`config.mk`:
```
export PLATFORM = sky130hd
export DESIGN_NAME = if_stage_fetch
export DESIGN_NICKNAME = d
export VERILOG_FILES = /design/src/rtl/if_stage_fetch.sv
export SDC_FILE = /design/constraint.sdc
export NUM_CORES = 1
export LEC_CHECK = 0
export ABC_CLOCK_PERIOD_IN_PS = 1800
export BUFFER_PORTS_ARGS = -buffer_cell sky130_fd_sc_hd__buf_4
export CELL_PAD_IN_SITES_DETAIL_PLACEMENT = 1
export CELL_PAD_IN_SITES_GLOBAL_PLACEMENT = 1
export CORE_UTILIZATION = 37
export CTS_BUF_LIST = sky130_fd_sc_hd__clkbuf_8
export DETAILED_ROUTE_END_ITERATION = 8
export PLACE_DENSITY = 0.87
export SETUP_SLACK_MARGIN = 0.2
export SLEW_MARGIN = 10
export SYNTH_ARGS = -nofsm -noshare
export SYNTH_HDL_FRONTEND = slang
export SYNTH_SLANG_ARGS = --single-unit
```
`constraint.sdc`:
```
create_clock -name clk -period 1.8 [get_ports clk]
set_input_delay 0.09 -clock clk [delete_from_list [all_inputs] [get_ports clk]]
set_output_delay 0.09 -clock clk [all_outputs]
set_load 0.01 [all_outputs]
```
`src/rtl/if_stage_fetch.sv`:
```
// Instruction-fetch stage: PC register, instruction-memory request, one-entry skid buffer
// and the IF/ID pipeline register feeding decode.
module if_stage_fetch #(
  parameter int unsigned              ADDR_WIDTH  = 32,
  parameter int unsigned              INSTR_WIDTH = 32,
  parameter logic [ADDR_WIDTH-1:0]    RESET_PC    = 32'h0000_0000,
  parameter logic [INSTR_WIDTH-1:0]   NOP_INSTR   = 32'h0000_0000
) (
  input  logic                   clk,
  input  logic                   rst,
  input  logic                   freeze,
  input  logic                   branch_taken,
  input  logic [ADDR_WIDTH-1:0]  branch_addr,
  output logic                   imem_req,
  output logic [ADDR_WIDTH-1:0]  imem_addr,
  input  logic [INSTR_WIDTH-1:0] imem_rdata,
  input  logic                   imem_ready,
  output logic [ADDR_WIDTH-1:0]  if_id_pc,
  output logic [INSTR_WIDTH-1:0] if_id_instr,
  output logic                   if_id_valid
);

  localparam logic [0:0] FETCH = 1'b0;
  localparam logic [0:0] HOLD  = 1'b1;

  logic [0:0]             state_q, state_d;
  logic [ADDR_WIDTH-1:0]  pc_q, pc_d;
  logic [ADDR_WIDTH-1:0]  skid_pc_q, skid_pc_d;
  logic [INSTR_WIDTH-1:0] skid_instr_q, skid_instr_d;
  logic [ADDR_WIDTH-1:0]  if_id_pc_q, if_id_pc_d;
  logic [INSTR_WIDTH-1:0] if_id_instr_q, if_id_instr_d;
  logic                   if_id_valid_q, if_id_valid_d;
  logic [ADDR_WIDTH-1:0]  pc_plus4_s;

  // Wraps modulo 2^ADDR_WIDTH by construction.
  assign pc_plus4_s = pc_q + {{(ADDR_WIDTH-3){1'b0}}, 3'd4};

  assign imem_addr   = pc_q;
  assign imem_req    = (state_q == FETCH) & ~rst;
  assign if_id_pc    = if_id_pc_q;
  assign if_id_instr = if_id_instr_q;
  assign if_id_valid = if_id_valid_q;

  // Next-state selection; priority branch_taken > freeze > imem_ready (rst handled in the flops).
  always_comb begin
    state_d       = state_q;
    pc_d          = pc_q;
    skid_pc_d     = skid_pc_q;
    skid_instr_d  = skid_instr_q;
    if_id_pc_d    = if_id_pc_q;
    if_id_instr_d = if_id_instr_q;
    if_id_valid_d = if_id_valid_q;
    if (branch_taken) begin
      pc_d          = branch_addr;
      if_id_pc_d    = '0;
      if_id_instr_d = NOP_INSTR;
      if_id_valid_d = 1'b0;
      skid_pc_d     = '0;
      skid_instr_d  = NOP_INSTR;
      state_d       = FETCH;
    end else if (state_q == HOLD) begin
      if (!freeze) begin
        // pc already points past the skidded instruction, so it stays put.
        if_id_pc_d    = skid_pc_q;
        if_id_instr_d = skid_instr_q;
        if_id_valid_d = 1'b1;
        skid_pc_d     = '0;
        skid_instr_d  = NOP_INSTR;
        state_d       = FETCH;
      end else begin
        state_d = HOLD;
      end
    end else if (freeze) begin
      if (imem_ready) begin
        skid_pc_d    = pc_plus4_s;
        skid_instr_d = imem_rdata;
        pc_d         = pc_plus4_s;
        state_d      = HOLD;
      end else begin
        state_d = FETCH;
      end
    end else if (imem_ready) begin
      if_id_pc_d    = pc_plus4_s;
      if_id_instr_d = imem_rdata;
      if_id_valid_d = 1'b1;
      pc_d          = pc_plus4_s;
    end else begin
      if_id_pc_d    = pc_plus4_s;
      if_id_instr_d = NOP_INSTR;
      if_id_valid_d = 1'b0;
    end
  end

  // State, PC, skid and IF/ID registers with synchronous reset.
  always_ff @(posedge clk) begin
    if (rst) begin
      state_q       <= FETCH;
      pc_q          <= RESET_PC;
      skid_pc_q     <= '0;
      skid_instr_q  <= NOP_INSTR;
      if_id_pc_q    <= '0;
      if_id_instr_q <= NOP_INSTR;
      if_id_valid_q <= 1'b0;
    end else begin
      state_q       <= state_d;
      pc_q          <= pc_d;
      skid_pc_q     <= skid_pc_d;
      skid_instr_q  <= skid_instr_d;
      if_id_pc_q    <= if_id_pc_d;
      if_id_instr_q <= if_id_instr_d;
      if_id_valid_q <= if_id_valid_d;
    end
  end

endmodule

```
# [Yosys cells after proc, flatten, opt, wreduce, memory -nomap -nowiden]
# Index checks and enable logic that the tools add are counted.
# Widths: inputs -> output; s select.
[op_classes] n_addsub=1 n_eq_ne=2 mux=23 bitwise_logic=3 reduce_logical=6
[ops] op="$mux 32" n=16
[ops] op="$add 32x3->32 const B" n=1
[ops] op="$mux 1" n=7
[ops] op="$reduce_bool 2->1" n=3
[ops] op="$ne 2x2->1 const B" n=2
[ops] op="$reduce_and 3->1" n=1
[ops] op="$not 1->1" n=2
[ops] op="$reduce_and 2->1" n=1
[ops] op="$reduce_or 2->1" n=1
[ops] op="$and 1x1->1" n=1
[word_totals] regBits=162 in_bits=69 out_inout_bits=98 word_cells=42

# [Longest topological paths before layout]
# Gate-level depths: netlist (run 1).
[depth] depth_word=4 depth_mapped=8 ltp_nobuf=6

# [Worst setup path after synthesis (run 1)]
# OpenSTA, ideal clock, no wires.
[synth_path] kind="register to register" from="reg pc_q[2] (netlist: imem_addr[2])" to="reg if_id_pc_q[24] (netlist: if_id_pc[24])" arrival_time_ps=1743 slack_ps=-65 stages_incl_launch_ff=8 path_buffers=1 period_less_slack_ps=1865 cell_sequence="dfxtp_1 ha_1 and3_1 buf_2 nand2_1 nor3_2 nor3b_1 a221o_1"
[synth_between] elab_chain_cells=3
[synth_lines] element="start, declared" line_no="27" rtl="logic [ADDR_WIDTH-1:0] pc_q, pc_d;"
[synth_lines] element="start signal, assigned" line_no="106" rtl="pc_q <= pc_d;"
[synth_lines] element="$add 32x3->32" line_no="36" rtl="assign pc_plus4_s = pc_q + {{(ADDR_WIDTH-3){1'b0}}, 3'd4};"
[synth_lines] element="$mux 32" line_no="73" rtl="end else if (freeze) begin"
[synth_lines] element="$mux 32" line_no="61" rtl="end else if (state_q == HOLD) begin"
[synth_lines] element="end signal, assigned" line_no="109" rtl="if_id_pc_q <= if_id_pc_d;"
[synth_lines] element="end, declared" line_no="30" rtl="logic [ADDR_WIDTH-1:0] if_id_pc_q, if_id_pc_d;"
# No other way between the ends. The select of a mux whose other input is x is not followed.
# A chain may end at the register's enable or synchronous reset.

# [Worst setup path in the final report (run 1)]
[layout_path] from="reg pc_q[14] (netlist: imem_addr[14])" to="reg if_id_pc_q[21] (netlist: if_id_pc[21])"
# Same word-level chain as after synthesis.

==> results of run 1 <==
per-stage QoR:
stage	utilization	setup TNS (ns)	instance area, µm²	worst slack [ns]
4_1_cts	0.5411	0	10570	0.1185
6_report	0.5877	-0.4118	11470	-0.2003
3_5_place_dp	0.4682	-0.1498	9141	-0.09165
3_3_place_gp	0.4682	0	9141	0.05833
5_1_grt	0.5877	-0.8217	11470	-0.2134
2_1_floorplan	-	0	7488	0.1790
state kept, by name, indices dropped and copies added, names as in the netlist:
register      cells
if_id_instr      32
if_id_pc         32
if_id_valid       1
imem_addr        32
skid_instr_q     32
skid_pc_q        32
state_q           1
synth_stat cells (all sizes together), types with 2 or more instances:
| cell type | number |
|---|---|
| nand4 | 19 |
| o31a | 2 |
| and2 | 2 |
| nand2b | 2 |
| and4 | 6 |
| o211ai | 4 |
| clkbuf | 52 |
| mux2i | 13 |
| nand3 | 62 |
| xor2 | 20 |
| o21a | 20 |
| o22ai | 5 |
| xnor2 | 30 |
| nor3 | 22 |
| o221ai | 3 |
| dfxtp | 162 |
| a221o | 2 |
| nand2 | 87 |
| or3 | 4 |
| a22o | 32 |
| a22oi | 3 |
| a221oi | 2 |
| a2111oi | 4 |
| nor2 | 92 |
| a31oi | 7 |
| nor2b | 6 |
| o21ai | 39 |
| and3 | 14 |
| nor4 | 9 |
| a21oi | 116 |
| inv | 24 |
| buf | 29 |
worst paths after layout:
path                               startpoint       endpoint  slack, ns  cells after the start
worst max-delay path            imem_addr[14]   if_id_pc[21]      -0.20                      6
worst min-delay path                   freeze        state_q       0.06                      3
worst max register to register  imem_addr[14]   if_id_pc[21]      -0.20                      6
worst min register to register  skid_pc_q[28]  skid_pc_q[28]       0.46                      2
what timing repair did:
item / CTS / global route
cloned: 1 / 4
endpoints found under the setup margin: 96 / 111
hold buffers: 66 / 0
resized for setup: 57 / 130
buffers inserted: 18 / 30
pin swaps: 14 / 81
hold endpoints to repair: 66 / 0
cells in the final DEF (no fill, tap or decap), types with 4 or more instances in the layout:
cell           count
a21oi_1          115
a22o_1            32
a31oi_1            7
and3_1            11
and4_4             4
buf_12             5
buf_4            241
buf_6             23
clkbuf_8          17
clkinvlp_4         4
dfxtp_1          139
dfxtp_2           10
dfxtp_4           13
dlygate4sd3_1     66
inv_1             25
mux2i_1           13
nand2_1           82
nand3_1           47
nand3_2            4
nand3_4           12
nand4_1           17
nor2_1            82
nor2_2             5
nor2_4             5
nor3_1             6
nor3_4            13
nor4_4             7
o211ai_1           4
o21a_1            20
o21ai_0           14
o21ai_1           22
o22ai_1            4
or3_1              4
xnor2_1           17
xnor2_2           12
xor2_1            16
power groups by stage:
stage / Clock [µW] / Sequential (µW) / Combinational (µW)
6_report: 2850 / 3820 / 1400
5_1_grt: 3020 / 3830 / 1460
3_3_place_gp: 0 / 3870 / 979
4_1_cts: 2750 / 3790 / 1170
3_5_place_dp: 0 / 3880 / 1010
2_1_floorplan: 0 / 3890 / 499
layout make-up:
type	instances	area [µm²]
Antenna cell	1	2.502
Clock buffer	17	234.0
Clock inverter	15	158.9
Fill cell	2235	8051
Inverter	24	90.09
Multi-Input combinational cell	635	4459
Sequential cell	162	3304
Tap cell	265	331.6
Timing Repair Buffer	338	2894
worst register-to-register path, cell delays in order, from the launching register on:
cell       delay [ns]
dfxtp_1          0.43
and2_2           0.25
nand4_4          0.17
clkbuf_16        0.22
nor4_4           0.28
o21ai_1          0.19
a21oi_1          0.34
logic make-up after synthesis:
group / synth area share
AND/OR/NAND/NOR: 0.2199
multiplexers: 0.01764
XOR/XNOR: 0.05938
buffers and inverters: 0.05853
adder cells (fa/ha/maj): 0.001696
flip-flops: 0.4398
AO/OA/AOI/OAI: 0.2031
routing by layer:
| metal | part of all wire | track usage | vias to the layer above |
|---|---|---|---|
| met5 | 0 | 0 | - |
| met2 | 0.48 | 0.5389 | 592 |
| met3 | 0.085 | 0.06405 | 180 |
| met4 | 0.055 | 0.1138 | 0 |
| li1 | - | - | 3704 |
| met1 | 0.38 | 0.3672 | 4266 |
==> impl_metrics.json, run 1 <==
{
  "worstMarginPinSlew_ns": 0.6440,
  "drc": 0,
  "cp_top_family": "simple AND/OR/NAND/NOR gates",
  "ys_top_cells_by_area": "dfxtp_1 44%, a21oi_1 7.9%, nor2_1 4.5%, nand2_1 4.4%, nand3_1 4.0%",
  "pwr-share-comb": 0.174,
  "cp-start-kind": "flop",
  "io_pins": 167,
  "switching_share": 0.3106,
  "cp_max_fo": 6,
  "min_path_type": "in -> reg",
  "dieArea_um2": 20500,
  "final_cells": 1457,
  "whs_ns": 0.06006,
  "worstPathCellList": "and2_2 -> nand4_4 -> clkbuf_16 -> nor4_4 -> o21ai_1 -> a21oi_1",
  "viasPerCell": 6.000,
  "yosys.area.top_type": "dfxtp_1",
  "cp.buffers_inverters": 1,
  "ir_worst_vdd_uv": 364.3,
  "synthToLayoutAreaGrowth_pct": 55.60,
  "vias": 8742,
  "synth-main-ff-cell": "dfxtp_1",
  "wl_per_cell_um": 25.84,
  "p_int_uw": 5564,
  "grt_usage": 0.3073,
  "finalCritPeriodShare": 1.111,
  "syn-num-nets": 971,
  "cts.sinks": 162,
  "ys_seq_area_frac": 0.4398,
  "wl_um": 37650,
  "initial_utilization": 0.3777,
  "syn_inst": 901,
  "post-place-cells": 1305,
  "setup_viol": 8,
  "synthArstFlopShare": 0,
  "antenna_found_initial": 1,
  "nets": 1248,
  "grt_pass1_vias": 8452,
  "drtIter0Drc": 789,
  "power_uw": 8071,
  "drive_gt1_frac": 0.3585,
  "htree_levels": 4,
  "netlist_area_um2": 7375,
  "root_buffer": "clkbuf_8",
  "first_pass_iters": 6,
  "relSlewSlack": 0.5707,
  "p_sw_uw": 2507,
  "status": "finished, violations left",
  "crit_arrival_ns": 2.37,
  "drv_cap": 0,
  "numPortBuffers": 166,
  "endpoint_kind": "flop",
  "cts_tree": "yes",
  "gp_congestion": 0.8970,
  "clock_power_share": 0.353,
  "synth_edf_count": 0,
  "clock_skew_ns": 0.04278,
  "path_class": "reg -> reg",
  "num_rows": 51,
  "overflow": 0,
  "synth_top_area_share": 0.4398,
  "grt_pass1_wl_um": 47790,
  "crit_required_ns": 2.17,
  "violations": "setup timing",
  "max_stage_delay_ns": 0.43,
  "avgSynthCellArea_um2": 8.185,
  "min_period_ns": 2.000,
  "clk_pin_slew_ns": 0.13,
  "synth-seq-cells": 162,
  "numCtsBuffers": 17,
  "setup_slack_ns": -0.2003,
  "fmax_ghz": 0.4999,
  "crit_path_top_delay_cell": "dfxtp_1",
  "synth.distinct_cells": 50,
  "route.antenna.remaining_nets": 0,
  "drv_slew": 0,
  "hold_viol_final": 0,
  "seqPwrFrac": 0.473,
  "dieWidth_um": 143.2,
  "power.leakage_uw": 0.004739,
  "grt_max_degree": 79,
  "clk_latency_ns": 0.50,
  "die_y_um": 143.2,
  "core-area_um2": 19530,
  "ys_warn_count": 0,
  "rsz0062_at_grt": "true",
  "hpwl_um": 17020,
  "p_per_area_nw_per_um2": 703.4,
  "clockBufferDepth": 2
}
No activity file was read; power rests on OpenSTA's default activity.
==> run 2, diff against run 1 <==
CAP_MARGIN = 20   (was unset)
CORE_ASPECT_RATIO = 1.1   (was unset)
==> run 2 against run 1 <==
  * The run still ends with setup timing left
  * Routed wire length decreased by 2.8%
  * Register-to-register slack worse by 0.05 ns
  * Global-route usage shrank 1.0 points
  * Worst hold slack improved by 0.0060 ns
  * Sequential power is essentially flat
  * Final cell count decreased by 1.4%
  * Utilization is 0.71 points lower
  * Largest cell class unchanged
==> impl_metrics.json, run 2 (synthesis results as in run 1) <==
{
  "topRoutingLayerUsed": "met4",
  "root_buffer": "clkbuf_8",
  "synthToLayoutAreaGrowth_pct": 51.92,
  "wl_um": 36610,
  "grt_pass1_vias": 8391,
  "n_antenna_cell": 0,
  "path_class": "reg -> reg",
  "ir_worst_vdd_uv": 501.1,
  "seqPwrFrac": 0.472,
  "hpwl_um": 16840,
  "grt_max_degree": 58,
  "met2WireLength_um": 17860,
  "hold_viol_final": 0,
  "drtIter0Drc": 948,
  "clock_power_share": 0.359,
  "wl_per_cell_um": 25.47,
  "r2r_cells": 7,
  "vias": 8801,
  "min_period_ns": 2.050,
  "power.leakage_uw": 0.004598,
  "r2r_slack_ns": -0.25,
  "drv_cap": 0,
  "numCtsBuffers": 17,
  "fin_tns_setup_ns": -0.9385,
  "cp_max_fo": 5,
  "final_cells": 1437,
  "p_int_uw": 5583,
  "gp_congestion": 0.8438,
  "finalCritPeriodShare": 1.139,
  "hold_path_depth": 4,
  "post-place-cells": 1287,
  "min_path_type": "in -> reg",
  "crit_arrival_ns": 2.43,
  "setup_slack_ns": -0.2496,
  "p_sw_uw": 2500,
  "endpoint": "imem_addr[25]",
  "dr_wl_met3_um": 2809,
  "mostFrequentLayoutCell": "buf_4",
  "finalInstanceArea_um2": 11200,
  "initial_utilization": 0.3822,
  "cp-start-kind": "flop",
  "switching_share": 0.3093,
  "core-area_um2": 19300,
  "drv_slew": 0,
  "worstMarginPinSlew_ns": 0.6602,
  "drive_gt1_frac": 0.3521,
  "cp-startpoint": "imem_addr[14]",
  "clock_skew_ns": 0.03267,
  "r2r_end": "imem_addr[25]",
  "dieArea_um2": 20500,
  "route.antenna.remaining_nets": 0,
  "die_y_um": 150.1,
  "antenna_found_initial": 0,
  "crit_required_ns": 2.18,
  "clk_latency_ns": 0.51,
  "violations": "setup timing",
  "whs_ns": 0.06601,
  "relSlewSlack": 0.5599,
  "io_pins": 167,
  "p_per_area_nw_per_um2": 721.5,
  "clk_pin_slew_ns": 0.12,
  "fmax_ghz": 0.4879,
  "cts.sinks": 162,
  "dieWidth_um": 136.6,
  "htree_levels": 4,
  "overflow": 0,
  "endpoint_kind": "flop",
  "pwr-share-comb": 0.169,
  "wl_met1_um": 13980,
  "nets": 1247,
  "rsz0062_at_grt": "true",
  "setup_viol": 21,
  "viasPerCell": 6.125,
  "first_pass_iters": 5,
  "nFillCells": 2153,
  "drc": 0,
  "layout_common_cells": "254 x buf_4, 136 x dfxtp_1, 115 x a21oi_1, 84 x nor2_1, 81 x nand2_1",
  "num_rows": 53,
  "grt_usage": 0.2972,
  "timing.rr.start": "imem_addr[14]",
  "numPortBuffers": 166,
  "clockBufferDepth": 2,
  "status": "finished, violations left",
  "cts_tree": "yes",
  "grt_pass1_wl_um": 46500,
  "dpl_cell_area_um2": 9149
}
run 2: layer usage:
layer,track usage,vias to the layer above
li1,-,3700
met1,0.3432,4297
met2,0.5213,624
met3,0.06233,180
met4,0.1350,0
met5,0,-
run 2: critical path, cell delays in order (launching register included):
cell and delay (ns):
dfxtp_1 0.46, nand2_2 0.15, nor4_4 0.30, buf_4 0.19, buf_8 0.13, nand4_1 0.24, xnor2_1 0.23, o21a_1 0.21
run 2: worst min path at each step:
| stage | startpoint | to | slack (ns) |
|---|---|---|---|
| after detailed placement | imem_rdata[20] | skid_instr_q[20] | 0.32 |
| after global placement | imem_rdata[7] | skid_instr_q[7] | 0.32 |
| final | branch_addr[13] | imem_addr[13] | 0.07 |
| after global routing | branch_addr[13] | imem_addr[13] | 0.06 |
| after floorplan | imem_rdata[10] | skid_instr_q[10] | 0.22 |
| after CTS | branch_addr[13] | imem_addr[13] | 0.002 |
run 2: power by group through the flow:
stage	Sequential [µW]	Clock, µW	Combinational [µW]
3_3_place_gp	3860	0	993
6_report	3810	2900	1360
5_1_grt	3820	3070	1420
3_5_place_dp	3870	0	1020
4_1_cts	3790	2840	1170
2_1_floorplan	3890	0	499
run 2: final cells by class:
type                            instances  area [µm²]  share of cell area
Clock inverter                         15       172.7             0.01541
Inverter                               24       93.84            0.008376
Multi-Input combinational cell        635        4244              0.3788
Sequential cell                       162        3301              0.2946
Clock buffer                           17       234.0             0.02088
Timing Repair Buffer                  337        2849              0.2543
Tap cell                              247       309.0             0.02759
run 2: repair_timing:
action	in CTS	in global routing
endpoints found under the hold margin	63	0
gates cloned	1	1
setup buffers	14	39
hold buffers	63	0
setup endpoints to repair	99	103
pin swaps	17	47
gates resized for setup	61	77
run 2: per-stage QoR:
step	util	total power, µW	setup WS (ns)
floorplan	-	4390	0.1790
global placement	0.4741	4854	0.02043
detailed placement	0.4741	4887	-0.06992
CTS	0.5486	7798	0.1482
global route	0.5806	8313	-0.2656
finish	0.5806	8083	-0.2496
